[src/rtl/cp0_reg.sv]
// CP0 register file: write-back stage writes, combinational mfc0 reads,
// the Count/Compare timer and sampling of the external interrupt lines into Cause.
module cp0_reg #(
  parameter logic [31:0] PRID_VALUE   = 32'h004C0102,
  parameter logic [31:0] CONFIG_VALUE = 32'h00008000,
  parameter logic [31:0] STATUS_RST   = 32'h10000000
) (
  input  logic        clk,
  input  logic        rst,
  input  logic        we_i,
  input  logic [4:0]  waddr_i,
  input  logic [31:0] data_i,
  input  logic [4:0]  raddr_i,
  input  logic [5:0]  int_i,
  output logic [31:0] data_o,
  output logic [31:0] count_o,
  output logic [31:0] compare_o,
  output logic [31:0] status_o,
  output logic [31:0] cause_o,
  output logic [31:0] epc_o,
  output logic [31:0] config_o,
  output logic [31:0] prid_o,
  output logic        timer_int_o
);

  localparam logic [4:0] ADDR_COUNT   = 5'd9;
  localparam logic [4:0] ADDR_COMPARE = 5'd11;
  localparam logic [4:0] ADDR_STATUS  = 5'd12;
  localparam logic [4:0] ADDR_CAUSE   = 5'd13;
  localparam logic [4:0] ADDR_EPC     = 5'd14;
  localparam logic [4:0] ADDR_PRID    = 5'd15;
  localparam logic [4:0] ADDR_CONFIG  = 5'd16;

  // Cause bits software may write: IV[23], WP[22], IP[9:8].
  localparam logic [31:0] CAUSE_WMASK = 32'h00C00300;

  logic [31:0] r_count;
  logic [31:0] r_compare;
  logic [31:0] r_status;
  logic [31:0] r_cause;
  logic [31:0] r_epc;
  logic        r_timer_int;

  logic        w_wr_count;
  logic        w_wr_compare;
  logic        w_wr_status;
  logic        w_wr_cause;
  logic        w_wr_epc;
  logic        w_timer_hit;
  logic [31:0] w_cause_next;
  logic [31:0] w_rdata;

  assign w_wr_count   = we_i && (waddr_i == ADDR_COUNT);
  assign w_wr_compare = we_i && (waddr_i == ADDR_COMPARE);
  assign w_wr_status  = we_i && (waddr_i == ADDR_STATUS);
  assign w_wr_cause   = we_i && (waddr_i == ADDR_CAUSE);
  assign w_wr_epc     = we_i && (waddr_i == ADDR_EPC);
  assign w_timer_hit  = (r_compare != 32'd0) && (r_count == r_compare);

  // Next Cause value: masked software write, then IP[15:10] always tracks int_i.
  always_comb begin
    w_cause_next = r_cause;
    if (w_wr_cause) begin
      w_cause_next = (r_cause & ~CAUSE_WMASK) | (data_i & CAUSE_WMASK);
    end else begin
      w_cause_next = r_cause;
    end
    w_cause_next[15:10] = int_i;
  end

  // Architectural state; a Compare write clears the timer even on a match cycle.
  always_ff @(posedge clk or posedge rst) begin
    if (rst) begin
      r_count     <= 32'd0;
      r_compare   <= 32'd0;
      r_status    <= STATUS_RST;
      r_cause     <= 32'd0;
      r_epc       <= 32'd0;
      r_timer_int <= 1'b0;
    end else begin
      r_count <= w_wr_count ? data_i : (r_count + 32'd1);
      r_cause <= w_cause_next;
      if (w_wr_compare) begin
        r_compare   <= data_i;
        r_timer_int <= 1'b0;
      end else if (w_timer_hit) begin
        r_timer_int <= 1'b1;
      end
      if (w_wr_status) begin
        r_status <= data_i;
      end
      if (w_wr_epc) begin
        r_epc <= data_i;
      end
    end
  end

  // mfc0 read mux; returns the pre-write value, forced to zero during reset.
  always_comb begin
    w_rdata = 32'd0;
    if (rst) begin
      w_rdata = 32'd0;
    end else begin
      case (raddr_i)
        ADDR_COUNT:   w_rdata = r_count;
        ADDR_COMPARE: w_rdata = r_compare;
        ADDR_STATUS:  w_rdata = r_status;
        ADDR_CAUSE:   w_rdata = r_cause;
        ADDR_EPC:     w_rdata = r_epc;
        ADDR_PRID:    w_rdata = PRID_VALUE;
        ADDR_CONFIG:  w_rdata = CONFIG_VALUE;
        default:      w_rdata = 32'd0;
      endcase
    end
  end

  assign data_o      = w_rdata;
  assign count_o     = r_count;
  assign compare_o   = r_compare;
  assign status_o    = r_status;
  assign cause_o     = r_cause;
  assign epc_o       = r_epc;
  assign config_o    = CONFIG_VALUE;
  assign prid_o      = PRID_VALUE;
  assign timer_int_o = r_timer_int;

endmodule

[config.mk]
export PLATFORM = sky130hd
export DESIGN_NAME = cp0_reg
export DESIGN_NICKNAME = d
export VERILOG_FILES = /design/src/rtl/cp0_reg.sv
export SDC_FILE = /design/constraint.sdc
export NUM_CORES = 1
export LEC_CHECK = 0
export BUFFER_PORTS_ARGS = -buffer_cell sky130_fd_sc_hd__buf_2
export CORE_MARGIN = 2
export CORE_UTILIZATION = 54
export CTS_BUF_LIST = sky130_fd_sc_hd__clkbuf_8 sky130_fd_sc_hd__clkbuf_16
export DETAILED_ROUTE_END_ITERATION = 10
export PLACE_DENSITY = 0.87
export REMOVE_ABC_BUFFERS = 1
export SKIP_LAST_GASP = 1
export SLEW_MARGIN = 20
export SYNTH_ARGS = -nofsm -noshare
export SYNTH_HDL_FRONTEND = slang
export SYNTH_SLANG_ARGS = --single-unit
[constraint.sdc]
create_clock -name clk -period 10.7 [get_ports clk]
set_clock_uncertainty 0.2 [all_clocks]
set_input_delay 2.14 -clock clk [delete_from_list [all_inputs] [get_ports clk]]
set_output_delay 2.14 -clock clk [all_outputs]
set_load 0.005 [all_outputs]
* Word level (Yosys, flattened, before mapping) *
Cells that the tools add are included.

word-level totals
  register bits = 161
  bits of input ports = 51
  output and inout port bits = 257
  logic and storage cells = 35

cells by class
  add/sub/neg operators = 1
  eq/ne operators = 13
  muxes and demuxes = 5
  bitwise logic cells = 1
  reduce and logical (&&, ||, !) cells = 8

operators with widths
  operator                                             number
  one-hot mux 32 bit (7 select lines)                  1
  2-to-1 mux 32 bit                                    2
  equality test 5 x 4 -> 1 bit, second input constant  11
  adder 32 x 1 -> 32 bit, second input constant        1
  equality test 32 bit                                 1
  bitwise OR 32 x 24 -> 32 bit                         1
  nonzero test 32 bit                                  1
  logical AND 1 bit                                    6
  equality test 5 bit, second input constant           1
  2-to-1 mux 1 bit                                     2
  nonzero test 2 bit                                   1

* Longest topological paths before layout *
Gate-level depths: netlist of run 1.

  word-level depth = 4
  mapped depth = 7
  depth with buffers taken out = 6

* Worst setup path before layout of run 1 *
OpenSTA, ideal clock, no wires.

  path type = input-to-output
  start = input port rst
  end = output port data_o[11]
  data arrival time = 5.969 ns
  required time = 8.360 ns
  setup slack = 2.391 ns
  stages = 4
  path buffers = 1
  path through = inv_1 -> nand2_1 -> clkbuf_1 -> a21oi_1

on the way
  cells in the longest elaborated chain, start to end = 1

RTL lines
  element            RTL line  source
  from (decl)        9         input logic rst,
  2-to-1 mux 32 bit  101       if (rst) begin
  to (decl)          15        output logic [31:0] data_o,

No other way between the ends.

* Final worst setup path of run 1 *
  start = input port raddr_i[1]
  end = output port data_o[27]

on the way
  cells in the longest elaborated chain, start to end = 3
  elaborated cells between the ends (all ways) = 9
  those cells by class = 7 x eq/ne; 2 x mux

RTL lines
  element                                                              RTL line  source
  from (decl)                                                          13        input logic [4:0] raddr_i,
  equality test 5 bit or equality test 5 x 4 -> 1 bit (tied branches)  104       case (raddr_i)
  one-hot mux 32 bit (7 select lines) (*)                              104
  2-to-1 mux 32 bit (*)                                                101

Every way passes the cells marked *; elsewhere a longest branch is shown, timed or not.

==> impl_metrics.tcl, run 1 <==
set metrics [dict create \
    antenna_found_initial 0 \
    ys.flop_type "dfrtp_1" \
    cts_setup_buffers 0 \
    crit_path_start_kind "primary input" \
    htree_levels 4 \
    die_y_um 125 \
    clockBufferDepth 2 \
    hold_viol 0 \
    peakVddDrop_uv 133 \
    final_nets 1004 \
    ys_seq_area_share_pct 44.1 \
    async_flop_share_pct 100 \
    grt-ovfl-total 0 \
    die_w_um 125 \
    placed_cells 1117 \
    yosysWarnings 0 \
    cp.arrival_ns 4.30 \
    fill_cells 1202 \
    max_freq_mhz 151 \
    clockRootBuffer "clkbuf_16" \
    place_area_um2 8820 \
    slew_headroom_pct 38.0 \
    wl_mm 22.3 \
    min_period_ns 6.64 \
    diodes 0 \
    clkTransAtPathRegs_ns 0.06 \
    netlist_top_cells_count "dfrtp_1, mux2_2, nor2_1" \
    initial_core_util_pct 54.7 \
    synthTopCellsByArea "dfrtp_1, mux2_2, buf_4, xnor2_1, nor2_1" \
    fin_util_pct 65.3 \
    outcome "complete, no violations" \
    num_vias 6400 \
    finalWeightedCongestion 0.862 \
    setup_viol_count_final 0 \
    p_leak_nw 4.50 \
    synth-seq-cells 139 \
    postRouteAntennaNets 0 \
    critPathKind "primary input to output pin" \
    yosys.cell_types.count 42 \
    crit_required_ns 8.36 \
    grt_pass1_vias 6225 \
    yosysMostFrequentCell "dfrtp_1" \
    synth_top_area_share_pct 43.7 \
    fin_tns_setup_ns 0 \
    clkLatencyLatePin_ns 0.43 \
    crit_path_end_kind "output pin" \
    cts_tree "done" \
    setup_ws_ns 4.06 \
    synth-edff-count 0 \
    synth.largest_area_cell "dfrtp_1" \
    rows 44 \
    path_max_fanout 42 \
    core_area_um2 14400 \
    drv_cap 0 \
    vias_per_cell 5.57 \
    grt_setup_unrepaired "no" \
    whs_ns 0.316 \
    finalNonFillerCells 1149 \
    dieArea_um2 15600 \
    drive_above_1_share_pct 40.1 \
    remaining_drc_errors 0 \
    grt_use_total_pct 28.4 \
    cts_resized 0 \
    dr.pass1.iters 5 \
    worstMarginPinSlew_ns 0.930 \
    synth_cells 749 \
    maxSlewViolCount 0 \
    dpl_worst_slack_ns 4.12 \
    finalPower_mw 1.92 \
    cts-buffers-inserted 17 \
    wl_per_cell_um 19.4 \
    hpwl_mm 15.8 \
    numPortBuffers 221 \
    clock_sinks 139 \
    hp-class "flop to flop" \
    grt_first_pass_wirelength_mm 34.5 \
    ctsHoldBuffers 0 \
    power_density_nw_per_um2 204 \
    fin_crit_sh_pct 62.1 \
    final_area_um2 9420 \
    syn2layout_area_growth_pct 19.3 \
    drt_iter0_drc 577 \
    syn_area_per_cell_um2 10.5 \
    synth_area_um2 7890 \
    grt_max_degree 90 \
    ios 308 \
]
-- worst paths after layout --
path                               end  cells past startpoint  slack [ns]   startpoint
min in group asynchronous     epc_o[0]                      2        1.67          rst
max reg2reg                count_o[30]                      6        8.24   count_o[0]
max                         data_o[27]                      9        4.06   raddr_i[1]
min                        timer_int_o                      2        0.32  timer_int_o
max in group asynchronous     epc_o[2]                      3        7.39          rst
min reg2reg                timer_int_o                      2        0.32  timer_int_o
-- flip-flops by register name, indices dropped and copies added (netlist names) --
| name | cells |
|---|---|
| epc_o | 32 |
| cause_o | 10 |
| count_o | 32 |
| compare_o | 32 |
| status_o | 32 |
| timer_int_o | 1 |
-- metal layers --
metal  up-vias  track usage [%]  share of wire [%]
li1       2887                -                  -
met2       308             47.5                 50
met4         0             8.43                1.7
met1      3170             37.0                 42
met3        35             6.92                6.8
met5         -                0                  0
-- logic make-up (layout without fill, tap and decap cells) --
kind of cell | Yosys count | after routing | share of synthesized area [%]
AO/OA/AOI/OAI | 92 | 92 | 7.21
AND/OR/NAND/NOR | 183 | 183 | 12.0
buffers and inverters | 137 | 269 | 11.0
multiplexers | 133 | 133 | 18.6
adder cells (fa/ha/maj) | 1 | 1 | 0.158
flip-flops | 139 | 139 | 44.1
XOR/XNOR | 62 | 62 | 6.88
other | 2 | 86 | 0.0951
-- final cells by class --
class | instances | area [µm²] | share of cell area, %
multi-input combinational | 557 | 3890 | 41.4
sequential | 139 | 3480 | 36.9
timing repair buffer | 232 | 1190 | 12.7
clock buffer | 21 | 480 | 5.10
tap | 184 | 230 | 2.44
clock inverter | 11 | 118 | 1.25
inverter | 5 | 23.8 | 0.252
-- layout by cell type, fill, tap and decap left out, types with 10 or more instances in the layout --
master	count
buf_4	10
mux2i_1	26
buf_2	221
dfrtp_1	138
nand2_1	19
mux2_2	107
a21oi_1	55
conb_1	86
xnor2_1	52
nand4_1	16
nor2_1	89
nor4_1	12
nand3_1	13
clkbuf_16	17
xor2_1	10
a221oi_1	21
-- report_power, final --
group | switching [mW] | internal, mW
logic | 0.226 | 0.266
registers | 0.191 | 0.648
clock network | 0.223 | 0.366
-- critical path, cell delays in order --
cell     delay (ns)
buf_2          0.08
buf_4          0.55
nor2_1         0.24
nand3_1        0.15
nand2_1        0.05
nand2_1        0.42
buf_4          0.41
nor2_1         0.09
buf_2          0.13
(Power assumes the default switching activity.)
==> inputs of run 2 (changes only) <==
Settings changed: CORE_UTILIZATION 54 to 50, PLACE_DENSITY 0.87 to 0.82.
Clock period 10.7 ns to 6.6 ns, I/O delays scaled along.
==> impl_metrics.tcl, run 2 (synthesis gave the netlist of run 1 again) <==
set metrics [dict create \
    outcome "complete, no violations" \
    crit_path_end_kind "output pin" \
    htree_levels 4 \
    core_area_um2 15300 \
    grt-ovfl-total 0 \
    finalWeightedCongestion 0.791 \
    diodes 0 \
    antenna_found_initial 0 \
    worstMarginPinSlew_ns 0.923 \
    whs_ns 0.309 \
    final_cell_mix "buf_2, dfrtp_1, mux2_2" \
    path_max_fanout 17 \
    p_int_mw 2.22 \
    cts_resized 0 \
    rows 45 \
    path_buf_inv 3 \
    fin_crit_sh_pct 74.4 \
    grt_use_total_pct 26.9 \
    grt_setup_unrepaired "no" \
    placed_cells 1143 \
    holdPathEnd "timer_int_o" \
    ios 308 \
    critPathKind "primary input to output pin" \
    clkTransAtPathRegs_ns 0.05 \
    layout_commonest_cell "buf_2" \
    rr_endpoint "count_o[30]" \
    finalNonFillerCells 1175 \
    cts_tree "done" \
    clockRootBuffer "clkbuf_16" \
    setup_ws_ns 1.69 \
    final_nets 1003 \
    rrSetupSlack_ns 4.16 \
    hold_start "timer_int_o" \
    swShare_pct 32.1 \
    clock_sinks 139 \
    setup_viol_count_final 0 \
    numPortBuffers 221 \
    dpl_worst_slack_ns 1.69 \
    grt_util_met3_pct 5.99 \
    peakVddDrop_uv 209 \
    hold_viol 0 \
    drive_above_1_share_pct 39.8 \
    crit_path_top_delay_cell "nor3b_4" \
    worstHoldPathCells 2 \
    drt_iter0_drc 439 \
    grt_max_degree 75 \
    wl_per_cell_um 19.1 \
    area.sequential_um2 3480 \
    fill_cells 1290 \
    final_area_um2 9520 \
    grt_first_pass_wirelength_mm 34.3 \
    p_leak_nw 4.54 \
    ctsHoldBuffers 0 \
    critical-path-top-delay-family "simple AND/OR/NAND/NOR gates" \
    worstReg2RegStart "count_o[0]" \
    drv_cap 0 \
    cts-buffers-inserted 17 \
    syn2layout_area_growth_pct 20.7 \
    cts_setup_buffers 0 \
    clkPwrFrac_pct 33.7 \
    hpwl_mm 15.9 \
    slew_headroom_pct 38.4 \
    slowest_delay_ns 0.54 \
    gr-usage-met1_pct 36.0 \
    vias_per_cell 5.43 \
    crit_path_start_kind "primary input" \
    wl_mm 22.4 \
    p_comb_share_pct 24.5 \
    die_w_um 130 \
    clkLatencyLatePin_ns 0.43 \
    initial_core_util_pct 51.5 \
    num_vias 6375 \
    dr.pass1.iters 5 \
    remaining_drc_errors 0 \
    grt_pass1_vias 6063 \
    min_period_ns 4.91 \
    ff2ff_path_depth 6 \
    die_y_um 130 \
    fin_util_pct 62.2 \
    multiInputGateArea_um2 3890 \
    clockBufferDepth 2 \
    grt-busiest-layer "met2" \
    hp-class "flop to flop" \
    grt_use_met2_pct 43.7 \
    max_freq_mhz 204 \
    worstPathCellList "buf_2 > nor2b_1 > nand2_1 > nor3b_4 > buf_4 > a22oi_1 > a21oi_1 > buf_2" \
    maxSlewViolCount 0 \
    postRouteAntennaNets 0 \
    power_density_nw_per_um2 344 \
    place_area_um2 8840 \
    cp.arrival_ns 3.39 \
    dieArea_um2 16800 \
    p_switching_mw 1.05 \
    crit_required_ns 5.08 \
    cp_common_cell "buf_2" \
    p_seq_share_pct 41.8 \
]
-- run 2: cell count changes in the layout (fill, tap and decap cells not counted), sizes merged --
| cell | delta |
|---|---|
| buf | -1 |
| bufinv | +5 |
| clkinvlp | -2 |
| inv | +1 |
| clkbuf | -4 |
-- run 2: how the worst max path moves through the flow --
stage / startpoint / endpoint / slack, ns / cells past startpoint
finish: raddr_i[4] / data_o[23] / 1.69 / 8
global placement: raddr_i[4] / data_o[23] / 1.75 / 8
CTS: raddr_i[4] / data_o[23] / 1.69 / 8
detailed placement: raddr_i[4] / data_o[23] / 1.69 / 8
global route: raddr_i[4] / data_o[23] / 1.45 / 8
floorplan: rst / data_o[10] / -1.22 / 3
-- run 2: stage by stage --
step / TNS [ns] / power (mW)
2_1_floorplan: -36.96 / 1.75
3_3_place_gp: 0 / 2.15
3_5_place_dp: 0 / 2.17
4_1_cts: 0 / 3.29
5_1_grt: 0 / 3.45
6_report: 0 / 3.27
-- run 2: routing by layer --
layer	up-vias	part of all wire [%]
met5	-	0
met4	0	2.0
met3	33	5.9
met2	297	50
met1	3157	42
li1	2888	-
-- run 2: power by group through the flow --
stage	logic (mW)	clock network (mW)	registers [mW]
floorplan	0.437	0	1.31
global placement	0.784	0	1.37
detailed placement	0.801	0	1.37
CTS	0.810	1.12	1.36
global route	0.886	1.16	1.40
finish	0.802	1.10	1.37
-- run 2: tightest hold or removal path, stage by stage (launching register included) --
cell	delay [ns]
dfrtp_1	0.37
inv_1	0.05
a21oi_1	0.05
-- run 2: area by class of cell --
cell class / count / share of cell area (%)
sequential: 139 / 36.5
tap: 211 / 2.77
clock buffer: 17 / 4.47
timing repair buffer: 231 / 12.4
multi-input combinational: 557 / 40.9
clock inverter: 15 / 2.68
inverter: 5 / 0.250
